==> src/rtl/instruction_aligner_pkg.sv <==
// -----------------------------------------------------------------------------
// instruction_aligner_pkg
// Shared definitions for the instruction aligner: FSM state encoding, the NOP
// pattern used as the idle output value, and the RVC compressed-halfword test.
// -----------------------------------------------------------------------------
package instruction_aligner_pkg;

    // Aligner state: whether a leftover halfword is buffered, or the low half
    // of the next fetched word must be dropped after a halfword-aligned redirect.
    typedef enum logic [1:0] {
        S_EMPTY = 2'd0,
        S_HALF  = 2'd1,
        S_SKIP  = 2'd2
    } aligner_state_t;

    localparam logic [31:0] NOP_INSTR = 32'h0000_0013;

    // A halfword starts a compressed instruction unless its low two bits are 11.
    function automatic logic is_compressed(input logic [15:0] half);
        return (half[1:0] != 2'b11);
    endfunction

endpackage

==> src/rtl/instruction_aligner.sv <==
// -----------------------------------------------------------------------------
// instruction_aligner
// Turns a stream of word-aligned 32-bit fetch words into one instruction per
// output handshake: a 16-bit compressed instruction (zero-extended) or a full
// 32-bit instruction, each tagged with its PC. 32-bit instructions straddling
// a word boundary are stitched from a buffered upper halfword; redirects to
// halfword-aligned targets drop the unused low half of the first word.
//
// Ports:
//   clk            in   system clock
//   reset_n        in   synchronous active-low reset
//   fetch_valid    in   fetch_data holds the next sequential word
//   fetch_data     in   32-bit fetch word, little-endian halfwords
//   fetch_ready    out  word accepted when fetch_valid && fetch_ready
//   flush          in   redirect, discards buffered and in-flight state
//   flush_pc       in   redirect target (bit 0 ignored)
//   out_valid      out  out_instr/out_pc valid
//   out_ready      in   downstream accepts the output
//   out_instr      out  raw instruction, compressed as {16'h0, half}
//   out_compressed out  out_instr[1:0] != 2'b11
//   out_pc         out  PC of out_instr
// -----------------------------------------------------------------------------
module instruction_aligner
    import instruction_aligner_pkg::*;
#(
    parameter logic [31:0] RESET_PC = 32'h0000_0000
) (
    input  logic        clk,
    input  logic        reset_n,
    input  logic        fetch_valid,
    input  logic [31:0] fetch_data,
    output logic        fetch_ready,
    input  logic        flush,
    input  logic [31:0] flush_pc,
    output logic        out_valid,
    input  logic        out_ready,
    output logic [31:0] out_instr,
    output logic        out_compressed,
    output logic [31:0] out_pc
);

    aligner_state_t r_state;
    aligner_state_t w_state_nxt;
    logic [31:0]    r_pc;
    logic [31:0]    w_pc_nxt;
    logic [15:0]    r_hold;
    logic [15:0]    w_hold_nxt;

    logic           r_out_valid;
    logic [31:0]    r_out_instr;
    logic           r_out_compressed;
    logic [31:0]    r_out_pc;

    logic           w_load_en;
    logic           w_fetch_ready;
    logic           w_accept;
    logic           w_emit;
    logic [31:0]    w_emit_instr;
    logic           w_hold_comp;
    logic           w_low_comp;
    logic           w_unused_flush_lsb;

    // Output register may be overwritten when empty or being consumed.
    assign w_load_en          = !r_out_valid || out_ready;
    assign w_accept           = fetch_valid && w_fetch_ready;
    assign w_hold_comp        = is_compressed(r_hold);
    assign w_low_comp         = is_compressed(fetch_data[15:0]);
    assign w_unused_flush_lsb = flush_pc[0];

    assign fetch_ready    = w_fetch_ready;
    assign out_valid      = r_out_valid;
    assign out_instr      = r_out_instr;
    assign out_compressed = r_out_compressed;
    assign out_pc         = r_out_pc;

    // State register: FSM state, current PC and the buffered upper halfword.
    always_ff @(posedge clk) begin
        if (!reset_n) begin
            r_state <= S_EMPTY;
            r_pc    <= RESET_PC;
            r_hold  <= 16'h0000;
        end else begin
            r_state <= w_state_nxt;
            r_pc    <= w_pc_nxt;
            r_hold  <= w_hold_nxt;
        end
    end

    // Next-state logic: PC advance and halfword buffering per state; flush wins.
    always_comb begin
        w_state_nxt = r_state;
        w_pc_nxt    = r_pc;
        w_hold_nxt  = r_hold;
        if (flush) begin
            w_pc_nxt    = {flush_pc[31:1], 1'b0};
            w_state_nxt = flush_pc[1] ? S_SKIP : S_EMPTY;
        end else begin
            case (r_state)
                S_EMPTY: begin
                    if (w_accept && w_low_comp) begin
                        w_hold_nxt  = fetch_data[31:16];
                        w_pc_nxt    = r_pc + 32'd2;
                        w_state_nxt = S_HALF;
                    end else if (w_accept) begin
                        w_pc_nxt    = r_pc + 32'd4;
                    end else begin
                        w_state_nxt = S_EMPTY;
                    end
                end
                S_HALF: begin
                    if (w_hold_comp && w_load_en) begin
                        w_pc_nxt    = r_pc + 32'd2;
                        w_state_nxt = S_EMPTY;
                    end else if (!w_hold_comp && w_accept) begin
                        // Upper half of this word becomes the next leftover.
                        w_pc_nxt    = r_pc + 32'd4;
                        w_hold_nxt  = fetch_data[31:16];
                    end else begin
                        w_state_nxt = S_HALF;
                    end
                end
                S_SKIP: begin
                    if (w_accept) begin
                        w_hold_nxt  = fetch_data[31:16];
                        w_state_nxt = S_HALF;
                    end else begin
                        w_state_nxt = S_SKIP;
                    end
                end
                default: begin
                    w_state_nxt = S_EMPTY;
                end
            endcase
        end
    end

    // Output decode: fetch handshake and the instruction to emit this cycle.
    always_comb begin
        w_fetch_ready = 1'b0;
        w_emit        = 1'b0;
        w_emit_instr  = NOP_INSTR;
        if (!reset_n || flush) begin
            w_fetch_ready = 1'b0;
        end else begin
            case (r_state)
                S_EMPTY: begin
                    w_fetch_ready = w_load_en;
                    w_emit        = fetch_valid && w_load_en;
                    w_emit_instr  = w_low_comp ? {16'h0000, fetch_data[15:0]} : fetch_data;
                end
                S_HALF: begin
                    if (w_hold_comp) begin
                        // Leftover is a whole instruction: drain it without fetching.
                        w_fetch_ready = 1'b0;
                        w_emit        = w_load_en;
                        w_emit_instr  = {16'h0000, r_hold};
                    end else begin
                        w_fetch_ready = w_load_en;
                        w_emit        = fetch_valid && w_load_en;
                        w_emit_instr  = {fetch_data[15:0], r_hold};
                    end
                end
                S_SKIP: begin
                    // Only the upper half is wanted, so nothing is emitted.
                    w_fetch_ready = 1'b1;
                end
                default: begin
                    w_fetch_ready = 1'b0;
                end
            endcase
        end
    end

    // Output register: loads a new instruction or bubble only when load_en.
    always_ff @(posedge clk) begin
        if (!reset_n) begin
            r_out_valid      <= 1'b0;
            r_out_instr      <= NOP_INSTR;
            r_out_compressed <= 1'b0;
            r_out_pc         <= RESET_PC;
        end else if (flush) begin
            r_out_valid      <= 1'b0;
        end else if (w_load_en && w_emit) begin
            r_out_valid      <= 1'b1;
            r_out_instr      <= w_emit_instr;
            r_out_compressed <= is_compressed(w_emit_instr[15:0]);
            r_out_pc         <= r_pc;
        end else if (w_load_en) begin
            r_out_valid      <= 1'b0;
        end else begin
            r_out_valid      <= r_out_valid;
        end
    end

endmodule
==> config.mk <==
export PLATFORM = sky130hd
export DESIGN_NAME = instruction_aligner
export DESIGN_NICKNAME = d
export VERILOG_FILES = /design/src/rtl/instruction_aligner_pkg.sv /design/src/rtl/instruction_aligner.sv
export SDC_FILE = /design/constraint.sdc
export NUM_CORES = 1
export LEC_CHECK = 0
export ABC_AREA = 1
export BUFFER_PORTS_ARGS = -buffer_cell sky130_fd_sc_hd__buf_2
export CORE_ASPECT_RATIO = 1.75
export CORE_UTILIZATION = 57
export CTS_BUF_LIST = sky130_fd_sc_hd__clkbuf_16
export CTS_CLUSTER_SIZE = 30
export DETAILED_ROUTE_END_ITERATION = 10
export HOLD_SLACK_MARGIN = 0.12
export PLACE_DENSITY = 0.83
export SETUP_SLACK_MARGIN = 0.15
export SLEW_MARGIN = 20
export SYNTH_ARGS = -nofsm -noshare
export SYNTH_HDL_FRONTEND = slang
export SYNTH_SLANG_ARGS = --single-unit
==> constraint.sdc <==
create_clock -name clk -period 3.33 [get_ports clk]
set_clock_uncertainty 0.05 [all_clocks]
set_input_delay 0.1665 -clock clk [delete_from_list [all_inputs] [get_ports clk]]
set_output_delay 0.1665 -clock clk [all_outputs]
set_load 0.05 [all_outputs]
; Word level (Yosys, flattened, before mapping)
; Index checks and enable logic that the tools add are counted.
[word_totals]
regBits = 116
inputBits = 69
[classes]
add_sub_neg = 2
n_eq_ne = 15
muxes = 31
bitwise = 2
reduce_logical = 22
[ops]
columns = operator, count
row1 = 32-bit two-way mux, 8
row2 = 32-bit one-hot mux with 2 select lines, 2
row3 = 16-bit two-way mux, 4
row4 = 16-bit one-hot mux with 3 select lines, 1
row5 = 32-bit by 2-bit adder with 32-bit output (second input constant), 1
row6 = 32-bit by 3-bit adder with 32-bit output (second input constant), 1
row7 = 4-bit != test (second input constant), 4
row8 = 2-bit two-way mux, 7
row9 = 2-bit != test (second input constant), 7
row10 = 1-bit logical AND, 6
row11 = 1-bit two-way mux, 6
row12 = 3-bit != test (second input constant), 2
row13 = 2-bit one-hot mux with 3 select lines, 1
row14 = 3-bit AND reduction, 2
row15 = 6-bit AND reduction, 1
row16 = 3-bit nonzero test, 2
row17 = 2-bit AND reduction, 2
row18 = 2-bit nonzero test, 2
row19 = 1-bit zero test, 3
row20 = 1-bit one-hot mux with 3 select lines, 1
row21 = 2-bit by 1-bit equality test with 1-bit output (second input constant), 1
row22 = 2-bit equality test (second input constant), 1
row23 = 2-bit zero test, 1
row24 = 1-bit logical OR, 2
row25 = 3 further kinds, 4

; Longest topological paths before layout
[depth]
ltp_word = 11
mapped_depth = 14
depth_no_buf = 13

; Least setup slack after synthesis
; Ideal clock, no wire load.
[synth_path]
path_kind = register to register
from = register r_out_valid, in the netlist out_valid
to = register r_pc[28]
arrival_time_ns = 1.669
required_time_ns = 3.163
slack_ns = 1.494
stages_incl_launch_ff = 11
period_less_slack_ns = 1.836
cell_sequence = dfxtp_1 nand2_1 inv_1 nor2_1 nor2_1 nand3_2 nand2_4 inv_6 buf_6 o21ai_0 nor2_1
[synth_via]
elab_chain_cells = 10
elab_cells_between_ends = 16
classes_between = eq/ne (2) / mux (7) / reduce/logical (7)
[synth_rtl]
columns = item, line_no
row1 = "start, declared", instruction_aligner.sv:49  ; logic r_out_valid;
row2 = "start signal, assigned", instruction_aligner.sv:191  ; r_out_valid <= r_out_valid;
row3 = 1-bit zero test *, instruction_aligner.sv:64  ; assign w_load_en = !r_out_valid || out_ready;
row4 = 1-bit logical OR *, instruction_aligner.sv:64
row5 = 1-bit two-way mux, instruction_aligner.sv:152  ; if (w_hold_comp) begin
row6 = 1-bit one-hot mux with 3 select lines, instruction_aligner.sv:145  ; case (r_state)
row7 = 1-bit two-way mux, instruction_aligner.sv:142  ; if (!reset_n || flush) begin
row8 = 1-bit logical AND, instruction_aligner.sv:65  ; assign w_accept = fetch_valid && w_fetch_ready;
row9 = 1-bit logical AND, instruction_aligner.sv:100  ; if (w_accept && w_low_comp) begin
row10 = 32-bit two-way mux, instruction_aligner.sv:100
row11 = 32-bit one-hot mux with 2 select lines, instruction_aligner.sv:98  ; case (r_state)
row12 = 32-bit two-way mux, instruction_aligner.sv:94  ; if (flush) begin
row13 = "end signal, assigned", instruction_aligner.sv:84  ; r_pc <= w_pc_nxt;
row14 = "end, declared", instruction_aligner.sv:44  ; logic [31:0] r_pc;
; Every way passes the cells marked *; elsewhere a longest branch is shown, timed or not.
; A chain may end at the register's enable or synchronous reset.

; Worst setup path after layout
[layout_path]
from = register r_state[1]
to = register r_pc[14]
[layout_via]
elab_chain_cells = 8
elab_cells_between_ends = 15
classes_between = eq/ne (4) / mux (5) / reduce/logical (6)
[layout_rtl]
columns = item, line_no
row1 = "start, declared", instruction_aligner.sv:42  ; aligner_state_t r_state;
row2 = "start signal, assigned", instruction_aligner.sv:83  ; r_state <= w_state_nxt;
row3 = "2-bit equality test, or another cell as far along", instruction_aligner.sv:145
row4 = 1-bit one-hot mux with 3 select lines, instruction_aligner.sv:145
row5 = 1-bit two-way mux, instruction_aligner.sv:142
row6 = 1-bit logical AND, instruction_aligner.sv:65
row7 = 1-bit logical AND, instruction_aligner.sv:100
row8 = 32-bit two-way mux, instruction_aligner.sv:100
row9 = 32-bit one-hot mux with 2 select lines, instruction_aligner.sv:98
row10 = 32-bit two-way mux, instruction_aligner.sv:94
; Parallel ways exist; a longest one is shown, timed or not.

==> impl_metrics.env <==
export IMPL_drt_iter0_drc=702
export IMPL_cts_root_buf="clkbuf_16"
export IMPL_io_pins=136
export IMPL_place_port_buffers=133
export IMPL_crit_path_cell_trace="nor2_8 > nor2_2 > nand4_4 > nand2_4 > inv_4 > o21ai_0 > nor2_1 > nor2_1 > nor2_1"
export IMPL_grt_antenna_before_repair=0
export IMPL_final_cell_mix="210 x nand2_1, 147 x nor2_1, 133 x buf_2"
export IMPL_via_per_inst=5.952
export IMPL_clock_path_buffers=2
export IMPL_maxCapViolCount=0
export IMPL_nFillCells=850
export IMPL_crit_path_max_fanout=36
export IMPL_routedWlPerCell_um=18.03
export IMPL_die_area_um2=11910
export IMPL_endpoint_kind="register"
export IMPL_ir_drop_v=0.0003924
export IMPL_crit_family="simple AND/OR/NAND/NOR gates"
export IMPL_fp_row_count=51
export IMPL_yosysSeqAreaShare=0.3495
export IMPL_crit_slowest_cell="dfxtp_1"
export IMPL_synth_edff_count=0
export IMPL_yosysTopAreaCell="dfxtp_1"
export IMPL_synthFlopType="dfxtp_1"
export IMPL_yosysWarnings=0
export IMPL_finalMaxSlewViolations=0
export IMPL_required_ps=3590
export IMPL_min_period_ps=2594
export IMPL_vias=7744
export IMPL_yosysTopAreaCellShare=0.3495
export IMPL_netlist_area_um2=6530
export IMPL_synth_area_leaders="dfxtp_1 35%, nand2_1 12%, nor2_1 8.5%"
export IMPL_rsz0062_at_grt="false"
export IMPL_grt_max_degree=80
export IMPL_p_leak_uw=0.003605
export IMPL_postCtsSetupBuffers=0
export IMPL_drive_gt1_frac=0.1771
export IMPL_syn2layout_area_growth_pct=28.99
export IMPL_ys_ff_latch=114
export IMPL_fin_area_um2=8423
export IMPL_syn_nets=1057
export IMPL_ant_nets=0
export IMPL_antennaDiodeCount=0
export IMPL_finalNetCount=1227
export IMPL_clk_pin_slew_ps=60
export IMPL_wirelength_mm=23.46
export IMPL_gp_congestion=0.9938
export IMPL_hold_class="in -> reg"
export IMPL_hold_violations=0
export IMPL_postPlaceCellArea_um2=7154
export IMPL_cp_start_kind="register"
export IMPL_synthArstFlopShare=0
export IMPL_dr_pass1_iters=8
export IMPL_initial_core_util=0.5848
export IMPL_grt_usage=0.3870
export IMPL_grt_pass1_wl_mm=36.09
export IMPL_die_w_um=82.91
export IMPL_worst_path_most_repeated_cell="nor2_1"
export IMPL_power_density_nw_per_um2=511.3
export IMPL_cp_data_arrival_time_ps=2850
export IMPL_dieHeight_um=143.6
export IMPL_period_share=0.7790
export IMPL_syn_inst=986
export IMPL_postSynthAreaPerCell_um2=6.623
export IMPL_clock_latency_ps=420
export IMPL_cts_buffers=17
export IMPL_clock_sinks=114
export IMPL_place_inst=1207
export IMPL_htree_num_levels=4
export IMPL_post_route_util=0.7543
export IMPL_tightest_slew_ps=720.4
export IMPL_cts_tree="done"
export IMPL_criticalPathCategory="reg -> reg"
export IMPL_final_common_cell="nand2_1"
export IMPL_dpl_hpwl_mm=15.04
export IMPL_instances_no_fill=1301
export IMPL_core_area_um2=11170
export IMPL_drc=0
export IMPL_grt_ovfl_total=0
export IMPL_crit_buf_inv=1
export IMPL_slew_limit_headroom=0.5198
export IMPL_setup_tns_ps=0
export IMPL_max_clock_freq_mhz=385.5
export IMPL_grt_pass1_vias=7356
export IMPL_synth_cell_types=46
export IMPL_setup_viol=0
export IMPL_status="finished clean"
export IMPL_slowest_delay_ps=760
==> cells by family after synthesis <==
logic type | after synthesis | synth area share
AND/OR/NAND/NOR | 487 | 0.3280
AO/OA/AOI/OAI | 243 | 0.2054
buffers and inverters | 119 | 0.08584
flip-flops | 114 | 0.3495
XOR/XNOR | 20 | 0.02682
adder cells (fa/ha/maj) | 2 | 0.003832
other | 1 | 0.0005743
==> cell usage after synthesis, types with 10 or more instances <==
cell type,n
dfxtp_1,114
buf_2,15
a221oi_1,13
nor2_1,148
a21oi_1,88
inv_1,57
nand3_1,89
xnor2_1,10
o21ai_0,108
nand2_1,210
clkbuf_1,24
xor2_1,10
==> power breakdown <==
part           switching (µW)  internal (µW)
Combinational             487            243
Sequential               94.7           1450
Clock                     758           1280
Total                    1340           2970
==> worst register-to-register path, delay by kind of cell, from the launching register on <==
| family | cells | cell delay (ps) |
|---|---|---|
| simple gates | 7 | 1210 |
| compound gates | 1 | 240 |
| flops | 1 | 760 |
| buf+inv | 1 | 210 |
==> layout make-up <==
| class | instances | area [µm²] | share of cell area |
|---|---|---|---|
| multi-input cells | 753 | 3690 | 0.4381 |
| flip-flops and latches | 114 | 2282 | 0.2709 |
| repair buffers | 205 | 1374 | 0.1631 |
| clock buffers | 17 | 425.4 | 0.05051 |
| inverters | 65 | 264.0 | 0.03134 |
| clock inverters | 15 | 222.7 | 0.02644 |
| well taps | 132 | 165.2 | 0.01961 |
==> metrics by stage <==
stage               hold slack [ps]  setup slack (ps)  total power [µW]
finish                        155.2             735.8              4307
global route                  164.8             634.2              4428
floorplan                     271.8              1494              2019
detailed placement            402.3             831.4              2213
global placement              396.8             834.7              2203
CTS                           146.1             796.0              4279
==> final timing paths <==
check,from,endpoint,slack (ps),depth (start not counted)
min,reset_n,r_hold[14],160,3
max reg2reg,r_state[1],r_pc[14],740,9
min reg2reg,r_hold[10],r_hold[10],420,2
max,r_state[1],r_pc[14],740,9
==> flip-flops by register name, summed over array words and instances, names as in the netlist <==
register        count
r_hold             16
out_valid           1
out_instr          32
out_compressed      1
out_pc             31
r_pc               31
r_state             2
==> routing by layer <==
layer	up-vias	GRT usage	share of wire
li1	3640	-	-
met1	3524	0.3769	0.33
met2	432	0.7028	0.52
met3	148	0.07122	0.060
met4	0	0.3285	0.089
met5	-	0	0
==> timing repair <==
item | 4_1_cts | 5_1_grt
hold endpoints to repair | 77 | 0
gates resized for setup | 0 | 0
hold buffers | 62 | 0
Note: power is estimated with default switching activity, not from simulation.
